`config.mk`:
```
export PLATFORM = sky130hd
export DESIGN_NAME = pmod_maxsonar_ctrl
export DESIGN_NICKNAME = d
export VERILOG_FILES = /design/src/rtl/maxsonar_pkg.sv /design/src/rtl/maxsonar_sync_edge.sv /design/src/rtl/pmod_maxsonar_ctrl.sv
export SDC_FILE = /design/constraint.sdc
export NUM_CORES = 1
export LEC_CHECK = 0
export CORE_UTILIZATION = 45
export DETAILED_ROUTE_END_ITERATION = 16
export MAX_ROUTING_LAYER = met4
export SLEW_MARGIN = 0
export SYNTH_ARGS = -nofsm -noshare
export SYNTH_HDL_FRONTEND = slang
export SYNTH_SLANG_ARGS = --single-unit
```
`constraint.sdc`:
```
create_clock -name clk -period 2.5 [get_ports clk]
set_input_delay 0.25 -clock clk [delete_from_list [all_inputs] [get_ports clk]]
set_output_delay 0.25 -clock clk [all_outputs]
set_load 0.005 [all_outputs]
```
`src/rtl/maxsonar_pkg.sv`:
```
// Shared types and default timing for the PmodMAXSONAR ranging controller.
// Defaults are derived from a 100 MHz system clock.
package maxsonar_pkg;

  localparam int CLK_FREQ_HZ = 100_000_000;
  localparam int CLK_PER_US  = CLK_FREQ_HZ / 1_000_000;

  localparam int DEF_CLKS_PER_INCH  = 147 * CLK_PER_US;     // 147 us per inch
  localparam int DEF_TRIG_CYCLES    = 25 * CLK_PER_US;      // 25 us trigger
  localparam int DEF_TIMEOUT_CYCLES = 50_000 * CLK_PER_US;  // 50 ms
  localparam int DEF_HOLDOFF_CYCLES = 50_000 * CLK_PER_US;  // 50 ms
  localparam int DEF_RANGE_W        = 9;

  typedef enum logic [2:0] {
    IDLE,
    TRIG,
    WAIT_HI,
    MEASURE,
    DONE,
    HOLD
  } state_t;

  // Bits needed to count 0..terminal-1; never narrower than one bit.
  function automatic int cnt_width(input int terminal);
    return (terminal > 1) ? $clog2(terminal) : 1;
  endfunction

  function automatic int max3(input int a, input int b, input int c);
    int m;
    m = (a > b) ? a : b;
    return (m > c) ? m : c;
  endfunction

endpackage

```
`src/rtl/maxsonar_sync_edge.sv`:
```
// Brings the asynchronous sensor PWM into the clk domain and flags its edges.
// Both edges see the same three-register latency, so pulse width is preserved.
module maxsonar_sync_edge (
  input  logic clk,
  input  logic rst,
  input  logic din,
  output logic rise,
  output logic fall
);

  logic meta;
  logic sync;
  logic dly;

  // NOTE: registers use non-blocking assignments so every stage samples the
  // value from before the clock edge, giving a true shift chain.
  always_ff @(posedge clk or posedge rst) begin
    if (rst) begin
      meta <= 1'b0;
      sync <= 1'b0;
      dly  <= 1'b0;
    end else begin
      meta <= din;
      sync <= meta;
      dly  <= sync;
    end
  end

  assign rise = sync & ~dly;
  assign fall = ~sync & dly;

endmodule

```
`src/rtl/pmod_maxsonar_ctrl.sv`:
```
// PmodMAXSONAR ranging controller: triggers the sensor on rx, times the PWM echo
// pulse and hands the range in inches to the consumer over valid/ready.
module pmod_maxsonar_ctrl
  import maxsonar_pkg::*;
#(
  parameter int CLKS_PER_INCH  = DEF_CLKS_PER_INCH,
  parameter int TRIG_CYCLES    = DEF_TRIG_CYCLES,
  parameter int TIMEOUT_CYCLES = DEF_TIMEOUT_CYCLES,
  parameter int HOLDOFF_CYCLES = DEF_HOLDOFF_CYCLES,
  parameter int RANGE_W        = DEF_RANGE_W
) (
  input  logic               clk,
  input  logic               rst,
  input  logic               start,
  input  logic               continuous,
  input  logic               pwm,
  output logic               rx,
  output logic               busy,
  output logic [RANGE_W-1:0] range_inches,
  output logic               range_err,
  output logic               range_valid,
  input  logic               range_ready
);

  localparam int CNT_W = cnt_width(max3(TRIG_CYCLES, TIMEOUT_CYCLES, HOLDOFF_CYCLES));
  localparam int PRE_W = cnt_width(CLKS_PER_INCH);

  localparam logic [CNT_W-1:0]   TRIG_LAST    = CNT_W'(TRIG_CYCLES - 1);
  localparam logic [CNT_W-1:0]   TIMEOUT_LAST = CNT_W'(TIMEOUT_CYCLES - 1);
  localparam logic [CNT_W-1:0]   HOLD_LAST    = CNT_W'(HOLDOFF_CYCLES - 1);
  localparam logic [PRE_W-1:0]   PRE_LAST     = PRE_W'(CLKS_PER_INCH - 1);
  localparam logic [RANGE_W-1:0] INCH_MAX     = '1;

  state_t state;
  state_t state_next;

  logic               pwm_rise;
  logic               pwm_fall;
  logic [CNT_W-1:0]   cnt;
  logic [PRE_W-1:0]   presc;
  logic [RANGE_W-1:0] inch;
  logic [RANGE_W-1:0] inch_step;
  logic               pre_wrap;
  logic               load_range;
  logic               load_err;
  logic [RANGE_W-1:0] range_q;
  logic               err_q;

  maxsonar_sync_edge u_sync_edge (
    .clk  (clk),
    .rst  (rst),
    .din  (pwm),
    .rise (pwm_rise),
    .fall (pwm_fall)
  );

  always_ff @(posedge clk or posedge rst) begin
    if (rst) state <= IDLE;
    else     state <= state_next;
  end

  // NOTE: every output of this block gets a default before the case, so no
  // path leaves a signal unassigned and no latch is inferred.
  always_comb begin
    state_next = state;
    load_range = 1'b0;
    load_err   = 1'b0;
    unique case (state)
      IDLE: begin
        if (start || continuous) state_next = TRIG;
      end
      TRIG: begin
        if (cnt == TRIG_LAST) state_next = WAIT_HI;
      end
      WAIT_HI: begin
        if (pwm_rise) begin
          state_next = MEASURE;
        end else if (cnt == TIMEOUT_LAST) begin
          state_next = DONE;
          load_err   = 1'b1;
        end
      end
      MEASURE: begin
        // A falling edge on the last allowed cycle still counts as a valid echo.
        if (pwm_fall) begin
          state_next = DONE;
          load_range = 1'b1;
        end else if (cnt == TIMEOUT_LAST) begin
          state_next = DONE;
          load_err   = 1'b1;
        end
      end
      DONE: begin
        if (range_ready) state_next = continuous ? HOLD : IDLE;
      end
      HOLD: begin
        if (!continuous)            state_next = IDLE;
        else if (cnt == HOLD_LAST)  state_next = TRIG;
      end
      default: state_next = IDLE;
    endcase
  end

  always_comb begin
    rx          = (state == TRIG);
    busy        = (state != IDLE);
    range_valid = (state == DONE);
  end

  // One cycle counter serves TRIG, WAIT_HI, MEASURE and HOLD; it restarts on
  // every state change so each state times itself from zero.
  always_ff @(posedge clk or posedge rst) begin
    if (rst) begin
      cnt <= '0;
    end else if ((state_next != state) || (state == IDLE) || (state == DONE)) begin
      cnt <= '0;
    end else begin
      cnt <= cnt + CNT_W'(1);
    end
  end

  assign pre_wrap  = (presc == PRE_LAST);
  assign inch_step = (pre_wrap && (inch != INCH_MAX)) ? inch + RANGE_W'(1) : inch;

  always_ff @(posedge clk or posedge rst) begin
    if (rst) begin
      presc <= '0;
      inch  <= '0;
    end else if (state == MEASURE) begin
      presc <= pre_wrap ? '0 : presc + PRE_W'(1);
      inch  <= inch_step;
    end else begin
      presc <= '0;
      inch  <= '0;
    end
  end

  // The result includes the inch completed on the falling-edge cycle itself.
  always_ff @(posedge clk or posedge rst) begin
    if (rst) begin
      range_q <= '0;
      err_q   <= 1'b0;
    end else if (load_range) begin
      range_q <= inch_step;
      err_q   <= 1'b0;
    end else if (load_err) begin
      range_q <= '0;
      err_q   <= 1'b1;
    end
  end

  assign range_inches = range_q;
  assign range_err    = err_q;

  result_held: assert property (@(posedge clk) disable iff (rst)
    (range_valid && !range_ready) |=> (range_valid && $stable(range_inches) && $stable(range_err)));

  trigger_only_when_busy: assert property (@(posedge clk) disable iff (rst)
    rx |-> busy);

endmodule

```
# Yosys cells after proc, flatten, opt, wreduce, memory -nomap -nowiden
# Cells that the tools add are included.
word_totals:
  ff_bits: 62
  output_inout_bits: 13
  word_cells: 58
op_classes:
  n_addsub: 3
  n_eq_ne: 10
  mux: 25
  n_bitwise: 4
  reduce_logical: 7
ops:
  columns: ["cell", "n"]
  rows:
  - ["$mux W9", 4]
  - ["$mux W14", 2]
  - ["$mux W3", 9]
  - ["$add A23 B1 Y23 const B", 1]
  - ["$eq A23 B12 Y1 const B", 1]
  - ["$eq A23 B23 Y1 const B", 1]
  - ["$mux W23", 1]
  - ["$pmux W3 S6", 1]
  - ["$add A14 B1 Y14 const B", 1]
  - ["$eq A14 B14 Y1 const B", 1]
  - ["$add A9 B1 Y9 const B", 1]
  - ["$ne A9 B9 Y1 const B", 1]
  - ["$mux W1", 7]
  - ["$eq A3 B2 Y1 const B", 2]
  - ["$eq A3 B3 Y1 const B", 2]
  - ["$eq A3 B1 Y1 const B", 1]
  - ["$logic_not A3 Y1", 1]
  - ["$logic_or A1 B1 Y1", 3]
  - ["$ne A3 B3 Y1", 1]
  - ["$reduce_bool A3 Y1", 1]
  - ["$and A1 B1 Y1", 2]
  - ["$not A1 Y1", 2]
  - ["$pmux W1 S2", 1]
  - ["$reduce_bool A2 Y1", 1]
  - ["$logic_and A1 B1 Y1", 1]

# Depth between registers and ports, before layout
depth:
  word_depth: 8
  ltp_mapped: 7

# By module
# A second synthesis with hierarchy kept.
hier_totals:
  cells_unflattened: 308
  hier_area_um2: 3066.7
modules_own_cells:
  columns: ["module", "instances", "cells_per_inst", "area_per_inst_um2", "seq_area_each_um2"]
  rows:
  - ["pmod_maxsonar_ctrl", 1, 302, 2972.9, 1476.4]
  - ["maxsonar_sync_edge", 1, 6, 93.8, 75.1]

# Worst setup path after synthesis
# No wires, ideal clock.
synth_timing:
  path_type: "register to register"
  startpoint: "register cnt[0]"
  endpoint: "register cnt[12]"
  setup_time_ns: 0.131
  t_arrival_ns: 1.969
  setup_slack_ns: 0.400
  path_stages_with_launch: 8
  n_path_buf: 1
  path_cell_list: "dfrtp_1 > ha_1 > or4b_1 > nor4_1 > nand4_1 > a32oi_2 > buf_6 > a211oi_1"
synth_via:
  elab_chain_len: 8
  elab_cells_between_ends: 14
  cone_classes: "add/sub (1); eq/ne (3); mux (8); reduce/logical (2)"
synth_rtl:
  columns: ["item", "line", "source"]
  rows:
  - ["from (decl)", "pmod_maxsonar_ctrl.sv:39", "logic [CNT_W-1:0] cnt;"]
  - ["from (signal assigned)", "pmod_maxsonar_ctrl.sv:118", "cnt <= cnt + CNT_W'(1);"]
  - ["$eq A23 B23 Y1", "pmod_maxsonar_ctrl.sv:78, pmod_maxsonar_ctrl.sv:88, pmod_maxsonar_ctrl.sv:98", null]
  - ["$mux W3 (on tied branches)", "pmod_maxsonar_ctrl.sv:98, pmod_maxsonar_ctrl.sv:78, pmod_maxsonar_ctrl.sv:88", null]
  - ["$mux W3 (on tied branches)", "pmod_maxsonar_ctrl.sv:97, pmod_maxsonar_ctrl.sv:76, pmod_maxsonar_ctrl.sv:85", null]
  - ["$pmux W3 S6", "pmod_maxsonar_ctrl.sv:68", "unique case (state)"]
  - ["$ne A3 B3 Y1", "pmod_maxsonar_ctrl.sv:115", "end else if ((state_next != state) || (state == IDLE) || (state == DONE)) begin"]
  - ["$logic_or A1 B1 Y1 (2 in series)", "pmod_maxsonar_ctrl.sv:115", null]
  - ["$mux W23 (*)", "pmod_maxsonar_ctrl.sv:115", null]
# Every way passes the cells marked *; elsewhere a longest branch is shown, timed or not.
# A chain may end at the register's enable or synchronous reset.

# Worst setup path after layout
layout_timing:
  startpoint: "register cnt[13]"
  endpoint: "register range_q[0], in the netlist range_inches[0]"
layout_via:
  elab_chain_len: 5
  elab_cells_between_ends: 6
  cone_classes: "eq/ne (1); mux (4); reduce/logical (1)"
layout_rtl:
  columns: ["item", "line", "source"]
  rows:
  - ["$eq A23 B23 Y1 (*)", "pmod_maxsonar_ctrl.sv:78, pmod_maxsonar_ctrl.sv:88", null]
  - ["$mux W1 (*)", "pmod_maxsonar_ctrl.sv:78, pmod_maxsonar_ctrl.sv:88", null]
  - ["$mux W1 (on tied branches)", "pmod_maxsonar_ctrl.sv:85, pmod_maxsonar_ctrl.sv:76", null]
  - ["$pmux W1 S2 (*)", "pmod_maxsonar_ctrl.sv:68", null]
  - ["$reduce_bool A2 Y1 (no source line) (*)", null, null]
  - ["to (signal assigned)", "pmod_maxsonar_ctrl.sv:144", "range_q <= inch_step;"]
  - ["to (decl)", "pmod_maxsonar_ctrl.sv:46", "logic [RANGE_W-1:0] range_q;"]
# Marks and branches as above.

==> impl_results.md <==
- RSZ-0062 raised after global routing: false
- Worst slew pin tran: 0.643 ns
- Leak Pwr: approximately 1.4 nW
- Worst Path Required: 2.71 ns
- Slowest stage cell, crit path: or4_4
- Synth top area cells: dfrtp_1, xor2_1, a211oi_1
- Cell count after synthesis: 298
- Diodes inserted: 0
- Total core area: ~6800 sq um
- DR iter-0 viols: 98
- Standard-cell rows: 30
- CP Cell Sequence: or4_4, nor4_4, a32oi_1, nand2b_1, o2bb2ai_1
- Routability Congestion: between 0.7 and 0.8
- Hpwl dp: 4.24 mm
- Post-Syn Nets: between 300 and 400
- Clock transition at path regs: 0.07 ns
- Final net count: 334
- Asr flop ratio synth: 1.00
- Post-synth EDFFs: 0
- Tcrit/Tclk final: 0.932
- Syn-to-layout area delta: 14.7%
- Drt drc: 0
- CTS Sinks: 62
- Initial antenna violation count: 0
- Synth Cell Area: about 3100 sq um
- Layout cells sized above 1: 0.0976
- Post-CTS Hold Fix Bufs: 0
- H-Tree Depth: 3
- Power Density: between 600 and 700 nW/um^2
- DIE WIDTH: 85.4 um
- Setup bufs post-CTS: 0
- Die ar.: 7290 sq um
- Worst setup EP type: register
- Largest net degree at the start of global routing: 63
- Clock Latency Late Sink: 0.34 ns
- Worst slew margin: 0.568
- Total Power: 2.19 mW
- Via count: 2323
- Pins Over Slew Limit: 0
- Synth cell types: 44
- Total GRT Usage: 0.199
- Number of global-route vias before repair: 2205
- Setup TNS Final: 0 ns
- Worst EP arrival: around 2.5 ns
- First drt pass iteration count: 4
- Delay-heaviest family, CP: simple AND/OR/NAND/NOR gates
- Height of the chip: 85.4 um
- Num ports: 19
- Seq cells post-synth: between 60 and 70
- VDD IR-drop max: 0.316 mV
- Setup crit start kind: register
- TritonCTS clock tree: done
- FMAX: 429 MHz
- Synth area leader: dfrtp_1
- Clock skew: 0.00868 ns
- Initial Utilization: 0.463
- Hold WC Path Type: in -> async
- Global-route wire length before repair: 10.8 mm
- Post-route ant nets: 0
- Crit-path max FO: 10
- I/O Buffers: 18
- Gr ovfl total: 0
- Cts bufs inserted: 9
- Post-CTS sizing: 0
- Minimum clock period: 2.33 ns
- Via density: 5.69
- Fin. Hold Viols: 0
- Yosys synthesis warning count: 0
- Clock tree buffer depth: 2
- Clock tree root buffer cell: clkbuf_8
- Final WL: around 6.3 mm
- Post-synth top flop: dfrtp_1
- Post-synthesis sequential area ratio: 0.496
- Finish-stage setup viols: 0
- Buf/Inv on CP: 0
- Max Cap Viol: 0
- Status: complete, no violations
- Critical setup path kind: reg -> reg
- Wirelength per Cell: between 15 and 20 um
- Synthesized area per cell: 10.5 sq um
- Share of the synthesized area in the top cell type: 0.496
- Slowest stage delay, CP: 0.56 ns
- Fillers: 605
## metrics by stage
step	utilization	area, sq um	hold slack (ns)	std cells	worst slack, ns
global placement	0.503	3400	0.373	393	0.192
floorplan	-	3130	0.281	298	0.400
detailed placement	0.503	3400	0.379	393	0.178
finish	0.531	3590	0.284	408	0.170
global route	0.531	3590	0.333	408	0.000193
CTS	0.531	3590	0.302	408	0.165
## flip-flops by register name, indices dropped and copies added, names as in the netlist
signal / cells
state: 3
u_sync_edge.dly: 1
range_inches: 9
cnt: 23
u_sync_edge.meta: 1
range_err: 1
presc: 14
u_sync_edge.sync: 1
inch: 9
## path summary, 6_finish.rpt
| check | start | endpoint | slack, ns | cells past startpoint |
|---|---|---|---|---|
| max | cnt[13]$_DFF_PP0_ | range_inches[0]$_DFFE_PP0P_ | 0.17 | 5 |
| min | rst | cnt[13]$_DFF_PP0_ | 0.28 | 3 |
| max reg2reg | cnt[13]$_DFF_PP0_ | range_inches[0]$_DFFE_PP0P_ | 0.17 | 5 |
| min reg2reg | u_sync_edge.meta$_DFF_PP0_ | u_sync_edge.sync$_DFF_PP0_ | 0.38 | 0 |
| max in group asynchronous | rst | cnt[8]$_DFF_PP0_ | 1.92 | 3 |
| min in group clk | pwm | u_sync_edge.meta$_DFF_PP0_ | 0.35 | 1 |
## power by group
group          total (mW)  internal, mW  leakage, nW  switching, mW
Sequential           1.13          1.06        0.841         0.0646
Combinational       0.203        0.0941        0.486          0.109
Clock               0.858         0.479       0.0952          0.379
Total                2.19          1.64         1.42          0.553
## per-layer routing
metal,wire [um],global-route usage,up-vias
li1,-,-,1153
met1,3330,0.292,1129
met2,2640,0.264,31
met3,174,0.0370,10
met4,134,0.0955,0
met5,0,-,-
## cells by family (layout without fill, tap and decap cells)
logic type,Yosys count,count (layout),share of synthesized area
and+or+nand+nor,119,119,0.209
DFF,62,62,0.496
AOI/OAI and AO/OA,56,56,0.134
xor gates and xnor gates,36,36,0.101
buffers and inverters,18,48,0.0348
adders and majority gates,4,4,0.0160
muxes,3,3,0.00960
## worst min-delay path: cells and delay by family
family                 cells  cell delay, ns
buffers and inverters      3            0.77
## cell type report
class / instances / area [sq um] / share of cell area
Clock buffer: 11 / 141 / 0.0394
Clock inverter: 4 / 47.5 / 0.0132
Inverter: 7 / 26.3 / 0.00732
Multi-Input combinational cell: 218 / 1470 / 0.409
Sequential cell: 62 / 1550 / 0.432
Tap cell: 80 / 100 / 0.0279
Timing Repair Buffer: 26 / 253 / 0.0704
## synthesized netlist by cell type, types with 6 or more instances
cell        n
a211oi_1   21
nand2_1    23
nor4_1      6
xor2_1     22
a21oi_1     9
nand3_1    15
o2bb2ai_1   9
nor2_1     27
dfrtp_1    62
xnor2_1    14
nand4_1    13
inv_1       7
## cells in the final DEF, fill, tap and decap left out, types with 3 or more instances in the layout
master	synthesis	layout
inv_1	7	6
nor4b_1	4	4
nor3_1	4	4
or3_1	5	5
clkdlybuf4s50_1	0	18
nor4_1	6	6
o21ai_0	5	5
and2_1	4	4
xnor2_1	14	14
a21oi_1	9	9
clkbuf_8	0	10
and3_1	5	5
nor2_1	27	27
nand3_1	15	15
nand4_1	13	13
ha_1	4	4
dfrtp_1	62	62
nand2_1	23	23
o2bb2ai_1	9	9
a211oi_1	21	21
buf_4	0	7
xor2_1	22	22
mux2i_1	3	3
Note: power is estimated with default switching activity, not from simulation.
